--- src/rtl/minibus_pkg.sv ---
// -----------------------------------------------------------------------------
// minibus_pkg
//   Shared Mini-Bus geometry used by the masters, the arbiter and the slaves.
//   ADDR_WIDTH : byte address width of every Mini-Bus port
//   DATA_WIDTH : data width of every Mini-Bus port
// -----------------------------------------------------------------------------
package minibus_pkg;
  localparam int ADDR_WIDTH = 32;
  localparam int DATA_WIDTH = 32;
endpackage

--- src/rtl/minibus_arbiter.sv ---
// -----------------------------------------------------------------------------
// minibus_arbiter
//   Round-robin arbiter that shares one Mini-Bus slave port between
//   NUM_MASTERS masters. A grant is held for one complete transfer (address
//   phase through ack), and the slave's response is routed back to the owner.
//   A watchdog ends any transfer not acked within TIMEOUT cycles with an error.
//
// Parameters
//   NUM_MASTERS : number of requesting masters (2..8)
//   TIMEOUT     : BUSY cycles without bus_ack before a forced error
//                 completion; 0 disables the watchdog
//
// Ports
//   clk, rst        : clock, asynchronous active-high reset
//   m_wen, m_ren    : per-master write / read request
//   m_addr          : per-master address, master i at [i*ADDR_WIDTH +: ADDR_WIDTH]
//   m_width         : per-master size (00 byte, 01 half, 10 word), 2 bits each
//   m_wdata         : per-master write data, master i at [i*DATA_WIDTH +: DATA_WIDTH]
//   m_ack           : one-hot completion strobe back to the owner
//   m_err           : error qualifier, meaningful only together with m_ack
//   m_rdata         : read data broadcast to all masters
//   bus_wen/ren     : request forwarded to the slave
//   bus_addr        : forwarded address
//   bus_width       : forwarded size
//   bus_wdata       : forwarded write data
//   bus_sel         : slave select, high for the whole transfer
//   bus_ack/err     : slave completion and error
//   bus_rdata       : slave read data
//   grant           : registered one-hot owner, all-zero when idle
//   busy            : a transfer is in progress
// -----------------------------------------------------------------------------
module minibus_arbiter
  import minibus_pkg::*;
#(
  parameter int NUM_MASTERS = 4,
  parameter int TIMEOUT     = 16
) (
  input  logic                              clk,
  input  logic                              rst,
  input  logic [NUM_MASTERS-1:0]            m_wen,
  input  logic [NUM_MASTERS-1:0]            m_ren,
  input  logic [NUM_MASTERS*ADDR_WIDTH-1:0] m_addr,
  input  logic [NUM_MASTERS*2-1:0]          m_width,
  input  logic [NUM_MASTERS*DATA_WIDTH-1:0] m_wdata,
  output logic [NUM_MASTERS-1:0]            m_ack,
  output logic [NUM_MASTERS-1:0]            m_err,
  output logic [DATA_WIDTH-1:0]             m_rdata,
  output logic                              bus_wen,
  output logic                              bus_ren,
  output logic [ADDR_WIDTH-1:0]             bus_addr,
  output logic [1:0]                        bus_width,
  output logic [DATA_WIDTH-1:0]             bus_wdata,
  output logic                              bus_sel,
  input  logic                              bus_ack,
  input  logic                              bus_err,
  input  logic [DATA_WIDTH-1:0]             bus_rdata,
  output logic [NUM_MASTERS-1:0]            grant,
  output logic                              busy
);

  // Index width for master numbers, timer width sized to hold TIMEOUT.
  localparam int IDX_W = (NUM_MASTERS > 1) ? $clog2(NUM_MASTERS) : 1;
  localparam int TMR_W = (TIMEOUT > 0) ? $clog2(TIMEOUT + 1) : 1;

  localparam logic [0:0] ST_IDLE = 1'b0;
  localparam logic [0:0] ST_BUSY = 1'b1;

  localparam logic [IDX_W-1:0] LAST_IDX = IDX_W'(NUM_MASTERS - 1);
  localparam logic [IDX_W:0]   N_WIDE   = (IDX_W + 1)'(NUM_MASTERS);
  // With TIMEOUT=0 both constants are 0: the timer never moves and the
  // expiry compare is masked off below.
  localparam logic [TMR_W-1:0] TMR_LAST = TMR_W'((TIMEOUT > 0) ? TIMEOUT - 1 : 0);
  localparam logic [TMR_W-1:0] TMR_MAX  = TMR_W'(TIMEOUT);

  // ---------------------------------------------------------------------------
  // State
  // ---------------------------------------------------------------------------
  logic [0:0]             state_reg,  state_next;
  logic [NUM_MASTERS-1:0] grant_reg,  grant_next;
  logic [IDX_W-1:0]       owner_reg,  owner_next;
  logic [IDX_W-1:0]       rr_ptr_reg, rr_ptr_next;
  logic [TMR_W-1:0]       timer_reg,  timer_next;

  // ---------------------------------------------------------------------------
  // Per-master views of the flattened request buses
  // ---------------------------------------------------------------------------
  logic [NUM_MASTERS-1:0] req;
  logic [ADDR_WIDTH-1:0]  addr_arr  [NUM_MASTERS];
  logic [1:0]             width_arr [NUM_MASTERS];
  logic [DATA_WIDTH-1:0]  wdata_arr [NUM_MASTERS];
  // cand_idx[k] is the master examined k-th in the round-robin search.
  logic [IDX_W-1:0]       cand_idx  [NUM_MASTERS];

  genvar gi;
  generate
    for (gi = 0; gi < NUM_MASTERS; gi++) begin : g_master
      logic [IDX_W:0] cand_sum;

      assign req[gi]       = m_wen[gi] | m_ren[gi];
      assign addr_arr[gi]  = m_addr[gi*ADDR_WIDTH +: ADDR_WIDTH];
      assign width_arr[gi] = m_width[gi*2 +: 2];
      assign wdata_arr[gi] = m_wdata[gi*DATA_WIDTH +: DATA_WIDTH];

      // rr_ptr + gi, wrapped once; one extra bit avoids overflow before wrap.
      assign cand_sum     = {1'b0, rr_ptr_reg} + (IDX_W + 1)'(gi);
      assign cand_idx[gi] = (cand_sum >= N_WIDE) ? IDX_W'(cand_sum - N_WIDE)
                                                 : cand_sum[IDX_W-1:0];
    end
  endgenerate

  // ---------------------------------------------------------------------------
  // Round-robin pick: first requester at or after rr_ptr, with wrap-around.
  // ---------------------------------------------------------------------------
  logic             pick_valid;
  logic [IDX_W-1:0] pick_idx;

  always_comb begin
    pick_valid = 1'b0;
    pick_idx   = '0;
    for (int k = 0; k < NUM_MASTERS; k++) begin
      if (!pick_valid && req[cand_idx[k]]) begin
        pick_valid = 1'b1;
        pick_idx   = cand_idx[k];
      end
    end
  end

  // ---------------------------------------------------------------------------
  // Transfer completion
  // ---------------------------------------------------------------------------
  logic in_busy;
  logic own_req;
  logic timer_hit;
  logic ack_done;
  logic timeout_done;
  logic abort_done;
  logic xfer_end;
  logic resp_valid;
  logic [IDX_W-1:0] ptr_after;

  assign in_busy   = (state_reg == ST_BUSY);
  assign own_req   = req[owner_reg];
  assign timer_hit = (TIMEOUT != 0) && (timer_reg == TMR_LAST);

  // A slave ack always wins. Without an ack, a master that has withdrawn its
  // request ends the transfer silently, even if the watchdog would fire in
  // the same cycle.
  assign ack_done     = in_busy & bus_ack;
  assign abort_done   = in_busy & ~bus_ack & ~own_req;
  assign timeout_done = in_busy & ~bus_ack & own_req & timer_hit;
  assign xfer_end     = ack_done | timeout_done | abort_done;
  assign resp_valid   = ack_done | timeout_done;

  assign ptr_after = (owner_reg == LAST_IDX) ? '0 : owner_reg + IDX_W'(1);

  // ---------------------------------------------------------------------------
  // Next-state logic
  // ---------------------------------------------------------------------------
  always_comb begin
    state_next  = state_reg;
    grant_next  = grant_reg;
    owner_next  = owner_reg;
    rr_ptr_next = rr_ptr_reg;
    timer_next  = timer_reg;

    case (state_reg)
      ST_IDLE: begin
        timer_next = '0;
        if (pick_valid) begin
          state_next = ST_BUSY;
          owner_next = pick_idx;
          grant_next = NUM_MASTERS'(1) << pick_idx;
        end
      end

      ST_BUSY: begin
        if (xfer_end) begin
          state_next  = ST_IDLE;
          grant_next  = '0;
          rr_ptr_next = ptr_after;
          timer_next  = '0;
        end else if (!bus_ack && (timer_reg != TMR_MAX)) begin
          // Saturating count of cycles spent waiting for the slave.
          timer_next = timer_reg + TMR_W'(1);
        end
      end

      default: begin
        state_next = ST_IDLE;
        grant_next = '0;
        timer_next = '0;
      end
    endcase
  end

  always_ff @(posedge clk or posedge rst) begin
    if (rst) begin
      state_reg  <= ST_IDLE;
      grant_reg  <= '0;
      owner_reg  <= '0;
      rr_ptr_reg <= '0;
      timer_reg  <= '0;
    end else begin
      state_reg  <= state_next;
      grant_reg  <= grant_next;
      owner_reg  <= owner_next;
      rr_ptr_reg <= rr_ptr_next;
      timer_reg  <= timer_next;
    end
  end

  // ---------------------------------------------------------------------------
  // Slave-side outputs: the owner's request, forced to zero when idle.
  // Reset drives state to IDLE at once, so these also read zero under reset.
  // ---------------------------------------------------------------------------
  assign bus_sel   = in_busy;
  assign bus_wen   = in_busy & m_wen[owner_reg];
  assign bus_ren   = in_busy & m_ren[owner_reg];
  assign bus_addr  = in_busy ? addr_arr[owner_reg]  : '0;
  assign bus_width = in_busy ? width_arr[owner_reg] : '0;
  assign bus_wdata = in_busy ? wdata_arr[owner_reg] : '0;

  // ---------------------------------------------------------------------------
  // Master-side outputs: only the owner sees a response, and only in BUSY,
  // so a stray bus_ack while idle is ignored. A watchdog expiry reports an
  // error with zero read data.
  // ---------------------------------------------------------------------------
  assign m_ack   = resp_valid ? grant_reg : '0;
  assign m_err   = ((ack_done & bus_err) | timeout_done) ? grant_reg : '0;
  assign m_rdata = ack_done ? bus_rdata : '0;

  assign grant = grant_reg;
  assign busy  = in_busy;

endmodule
--- config.mk ---
export PLATFORM = sky130hd
export DESIGN_NAME = minibus_arbiter
export DESIGN_NICKNAME = d
export VERILOG_FILES = /design/src/rtl/minibus_pkg.sv /design/src/rtl/minibus_arbiter.sv
export SDC_FILE = /design/constraint.sdc
export NUM_CORES = 1
export LEC_CHECK = 0
export CAP_MARGIN = 20
export CORE_AREA = 2 2 166 168
export DETAILED_ROUTE_END_ITERATION = 8
export DIE_AREA = 0 0 168 170
export PLACE_DENSITY = 0.56
export SYNTH_ARGS = -nofsm -noshare
export SYNTH_HDL_FRONTEND = slang
export SYNTH_SLANG_ARGS = --single-unit
--- constraint.sdc ---
create_clock -name clk -period 2.4 [get_ports clk]
set_input_delay 0.36 -clock clk [delete_from_list [all_inputs] [get_ports clk]]
set_output_delay 0.36 -clock clk [all_outputs]
set_load 0.005 [all_outputs]
Word level (Yosys, flattened, before mapping)
Index checks and enable logic that the tools add are counted.
{"block": "op_classes", "mux": 51, "addsub": 9, "bitwise": 19, "n_eq_ne": 6, "n_reduce_logical": 11, "magnitude_cmp": 10, "shift": 1}
{"op": "$mux W32", "count": 7}
{"op": "$bmux W32 S2", "count": 2}
{"op": "$mux W2", "count": 12}
{"op": "$mux W4", "count": 4}
{"op": "$lt A2 B3 Y1 const B", "count": 5}
{"op": "$bmux W1 S2", "count": 7}
{"op": "$mux W1", "count": 13}
{"op": "$ge A3 B3 Y1 const B", "count": 4}
{"op": "$mux W5", "count": 2}
{"op": "$pmux W5 S2", "count": 1}
{"op": "$and A1 B1 Y1", "count": 8}
{"op": "$pmux W4 S2", "count": 1}
{"op": "$sub A2 B1 Y2 const B", "count": 4}
{"op": "$or A1 B1 Y1", "count": 7}
{"op": "$add A2 B2 Y3 const B", "count": 2}
{"op": "$reduce_and A2 Y1", "count": 3}
{"op": "$add A5 B1 Y5 const B", "count": 1}
{"op": "$eq A5 B4 Y1 const B", "count": 1}
{"op": "$ne A5 B5 Y1 const B", "count": 1}
{"op": "$bmux W2 S2", "count": 1}
{"op": "$logic_and A1 B1 Y1", "count": 4}
{"op": "$logic_not A1 Y1", "count": 4}
{"op": "$shl A1 B2 Y4 const A", "count": 1}
{"op": "$add A2 B1 Y3 const B", "count": 1}
{"op": "other kinds (9)", "count": 11}
{"block": "totals", "word_cells": 112, "input_bits": 308, "regBits": 14}

Depth between registers and ports, before layout
Gate-level depths: netlist (run 1).
{"block": "depth", "depth_word": 17, "depth_mapped": 6}

Least setup slack after synthesis (run 1)
OpenSTA, ideal clock, no wires.
{"block": "synth_timing", "path_type": "reg-to-output", "startpoint": "register owner_reg[0]", "endpoint": "output bus_wen", "path_slack_ns": 0.444, "path_stages_with_launch": 5, "arrival_time_ns": 1.596, "path_buffers": 2, "cell_sequence": "dfrtp_1 -> clkbuf_1 -> buf_2 -> mux4_1 -> and2_1"}
{"block": "synth_via", "elab_chain_cells": 3}
{"item": "start, declared", "line_no": "minibus_arbiter.sv:80", "rtl": "logic [IDX_W-1:0] owner_reg, owner_next;"}
{"item": "start signal, assigned", "line_no": "minibus_arbiter.sv:206", "rtl": "owner_reg <= owner_next;"}
{"item": "$bmux W1 S2", "line_no": "minibus_arbiter.sv:217", "rtl": "assign bus_wen = in_busy & m_wen[owner_reg];"}
{"item": "$mux W1 (not written as such)", "line_no": "minibus_arbiter.sv:217"}
{"item": "$and A1 B1 Y1", "line_no": "minibus_arbiter.sv:217"}
{"item": "end, declared", "line_no": "minibus_arbiter.sv:48", "rtl": "output logic bus_wen,"}
Every way passes these cells. The select of a mux whose other input is x is not followed.

Final worst setup path (run 1)
{"block": "layout_timing", "startpoint": "register owner_reg[0]", "endpoint": "output m_err[2]"}
{"block": "layout_via", "elab_chain_cells": 6}
{"item": "$bmux W1 S2", "line_no": "minibus_arbiter.sv:142", "rtl": "assign own_req = req[owner_reg];"}
{"item": "$mux W1 (not written as such)", "line_no": "minibus_arbiter.sv:142"}
{"item": "$and A1 B1 Y1 (2 in series)", "line_no": "minibus_arbiter.sv:150", "rtl": "assign timeout_done = in_busy & ~bus_ack & own_req & timer_hit;"}
{"item": "$or A1 B1 Y1", "line_no": "minibus_arbiter.sv:229", "rtl": "assign m_err = ((ack_done & bus_err) | timeout_done) ? grant_reg : '0;"}
{"item": "$mux W4", "line_no": "minibus_arbiter.sv:229"}
{"item": "end, declared", "line_no": "minibus_arbiter.sv:46", "rtl": "output logic [NUM_MASTERS-1:0] m_err,"}
Every way passes these cells. The select of a mux whose other input is x is not followed.

==> metrics.txt, run 1 <==
Synth Flop Type dfrtp_1; relative slew slack 0.633; initial antenna violation count 3; Non-Filler Instances 1094; Post-synth EDFFs 0; Yosys warning total 0; synth unique cells 35; CTS Buf Count 3; Synth Net Count 610; Synth async-reset ratio 1.00; worst path required time 2.04 ns; total of max-cap violations 0; RePlAce Congestion 0.886; I/O pin count 422; Synth Cell Area 3190 sq um; Vias 4457; GR Util All Layers 0.141; IR Drop Worst-Case VDD 0.000381 V; worst-path maximum fanout 5; Setup TNS 0 ns; Die Y 170 microns; crit path cell chain buf_6, mux4_2, a31oi_1, buf_4, buf_6, nor2_2, buf_2; Clock H-tree levels 1; max reg flops 5; Root Driver clkbuf_16; Critical Path Stages 7; Avg WL per Cell 19.7 microns; placed inst area 7980 sq um; startpoint types flop; starting density of the core 0.120; CTS tree yes; hold crit path type input pin to async pin; Initial DRT Pass Iterations 4; skew final 0.00364 ns; setup violators final 0; Reg2Reg Depth 5; Worst Tran Pin Value 0.550 ns; layout cells sized above 1 0.220; slowest cell delay on critical path 0.59 ns; Critical Path AT 2.02 ns; Buf+Inv Stages, Crit Path 4; row cnt 60; leakage power 3.39 nW; Setup CP Type flop to output pin; CTS Sinks 14; nets 1063; power per cell area 780 nW/um^2; Final Max Tran Viols 0; dpl cells 1051; grt ovf 0; post-synth top area cell mux4_2; vias in the first global route 4622; Die Area 28600 sq um; maximum clock rate 421 MHz; post-route antenna net violation count 0; Hold Fails Final Rpt 0; first-pass GRT wire length 30.4 mm; Most common cell on crit path buf_6; RSZ-0062 raised after global routing true; Synth top area share 0.481; post-layout min period 2.38 ns; Clock Latency Late Sink 0.24 ns; drt initial violations 182; pre-CTS setup slack -0.549 ns; core footprint 26700 sq um; Slowest cell on crit path mux4_2; Max Root-Sink Buffers 2; vias per cell 4.07; Area contributors post-synth mux4_2 48%, and2_1 14%, dfrtp_1 11%; Reg clk slew, reported paths 0.05 ns; status finished, final reports clean; Cells after Synth 298; # hold bufs at CTS 0; drt drc 0; width of the die 168 microns; Worst Setup End Kind output pin; sequential area share after synthesis 0.110; Crit path max-delay family multiplexers; Final period util 0.990; syn avg cell area 10.7 sq um; Seq cells post-synth 14; I/O Buffers 421; dpl hpwl 17.8 mm; Design Area, Final 8340 sq um; Area Overhead vs Synth 162%; drt total wl 21.5 mm; largest net degree at the start of global routing 59; Final Worst Setup Slack 0.0228 ns
==> through the flow <==
step | hold WS (ns) | total power [mW] | util
after floorplan | 0.249 | 3.02 | -
after global placement | 0.549 | 6.01 | 0.299
after detailed placement | 0.560 | 6.00 | 0.299
after CTS | 0.499 | 6.54 | 0.312
after global routing | 0.518 | 6.99 | 0.313
final | 0.472 | 6.51 | 0.313
==> cell usage after synthesis, drive strengths merged, types with 2 or more instances <==
| master | instances |
|---|---|
| and2 | 69 |
| mux4 | 69 |
| and3 | 34 |
| clkbuf | 24 |
| nor2 | 15 |
| dfrtp | 14 |
| nand2 | 11 |
| buf | 10 |
| inv | 6 |
| o21ai | 5 |
| and3b | 4 |
| ha | 4 |
| o32ai | 4 |
| or2 | 4 |
| a21oi | 3 |
| nor3 | 3 |
| a211oi | 2 |
| a31oi | 2 |
| mux2 | 2 |
==> path summary, 6_finish.rpt <==
| check | slack (ns) | start | end |
|---|---|---|---|
| worst min-delay path | 0.47 | rst | timer_reg[4] |
| max in group asynchronous | 1.52 | rst | owner_reg[0] |
| worst max register to register | 0.41 | owner_reg[0] | rr_ptr_reg[1] |
| min in group clk | 0.57 | timer_reg[3] | timer_reg[3] |
| worst max-delay path | 0.02 | owner_reg[0] | m_err[2] |
| worst min register to register | 0.57 | timer_reg[3] | timer_reg[3] |
==> where the power goes <==
group          internal, mW  total, mW  switching, mW  leakage, nW
sequential            0.322      0.449          0.127        0.178
combinational          3.56       5.71           2.14         3.16
clock                 0.253      0.351         0.0986       0.0442
==> layout make-up <==
cell class	instances	area, sq um
fillers	2785	18300
diodes	3	7.51
clock buffers	4	88.8
inverters	6	22.5
multi-input cells	244	2690
repair buffers	482	4740
flip-flops and latches	14	359
well taps	341	427
==> cells by family after synthesis <==
family	count (synthesis)	share of synthesized area
adders and majority gates	4	0.0157
muxes	72	0.502
DFF	14	0.110
buffers and inverters	40	0.0518
AOI/OAI and AO/OA	21	0.0483
xor gates and xnor gates	2	0.00550
and+or+nand+nor	145	0.267
==> worst register-to-register path: stages (launching register included) <==
cell and delay [ns]:
dfrtp_4 0.47, buf_6 0.12, mux4_2 0.59, buf_4 0.20, a21boi_4 0.19, mux2_4 0.31
==> layout by cell type, fill, tap and decap left out, types with 10 or more instances in the layout <==
cell type and instances:
dfrtp_1 11, nor2_1 14, buf_12 10, clkbuf_2 10, mux4_2 68, clkdlybuf4s50_1 337, buf_4 40, dlygate4sd2_1 58
and3_1 34, nand2_1 11, and2_1 66
==> routing by layer <==
layer,routed length (microns),part of all wire,GRT usage
met5,0,0,0
met4,396,0.018,0.0272
met1,8380,0.39,0.170
met3,2130,0.099,0.0456
met2,10600,0.49,0.248
==> repair_timing <==
action                                  CTS  global route
endpoints found under the setup margin   75            35
gates resized for setup                 126            33
gates cloned                              3             0
pin swaps                                 6             2
buffers inserted                         23            14
No activity file was read; power rests on OpenSTA's default activity.
==> run 2: changes to the inputs <==
--- a/config.mk
+++ b/config.mk
@@ -9,6 +9,7 @@
 export CORE_AREA = 2 2 166 168
 export DETAILED_ROUTE_END_ITERATION = 8
 export DIE_AREA = 0 0 168 170
+export HOLD_SLACK_MARGIN = 0.05
 export PLACE_DENSITY = 0.56
 export SYNTH_ARGS = -nofsm -noshare
 export SYNTH_HDL_FRONTEND = slang
==> results of run 2 <==
No change in the layout: final DEF, timing and power equal those of run 1.
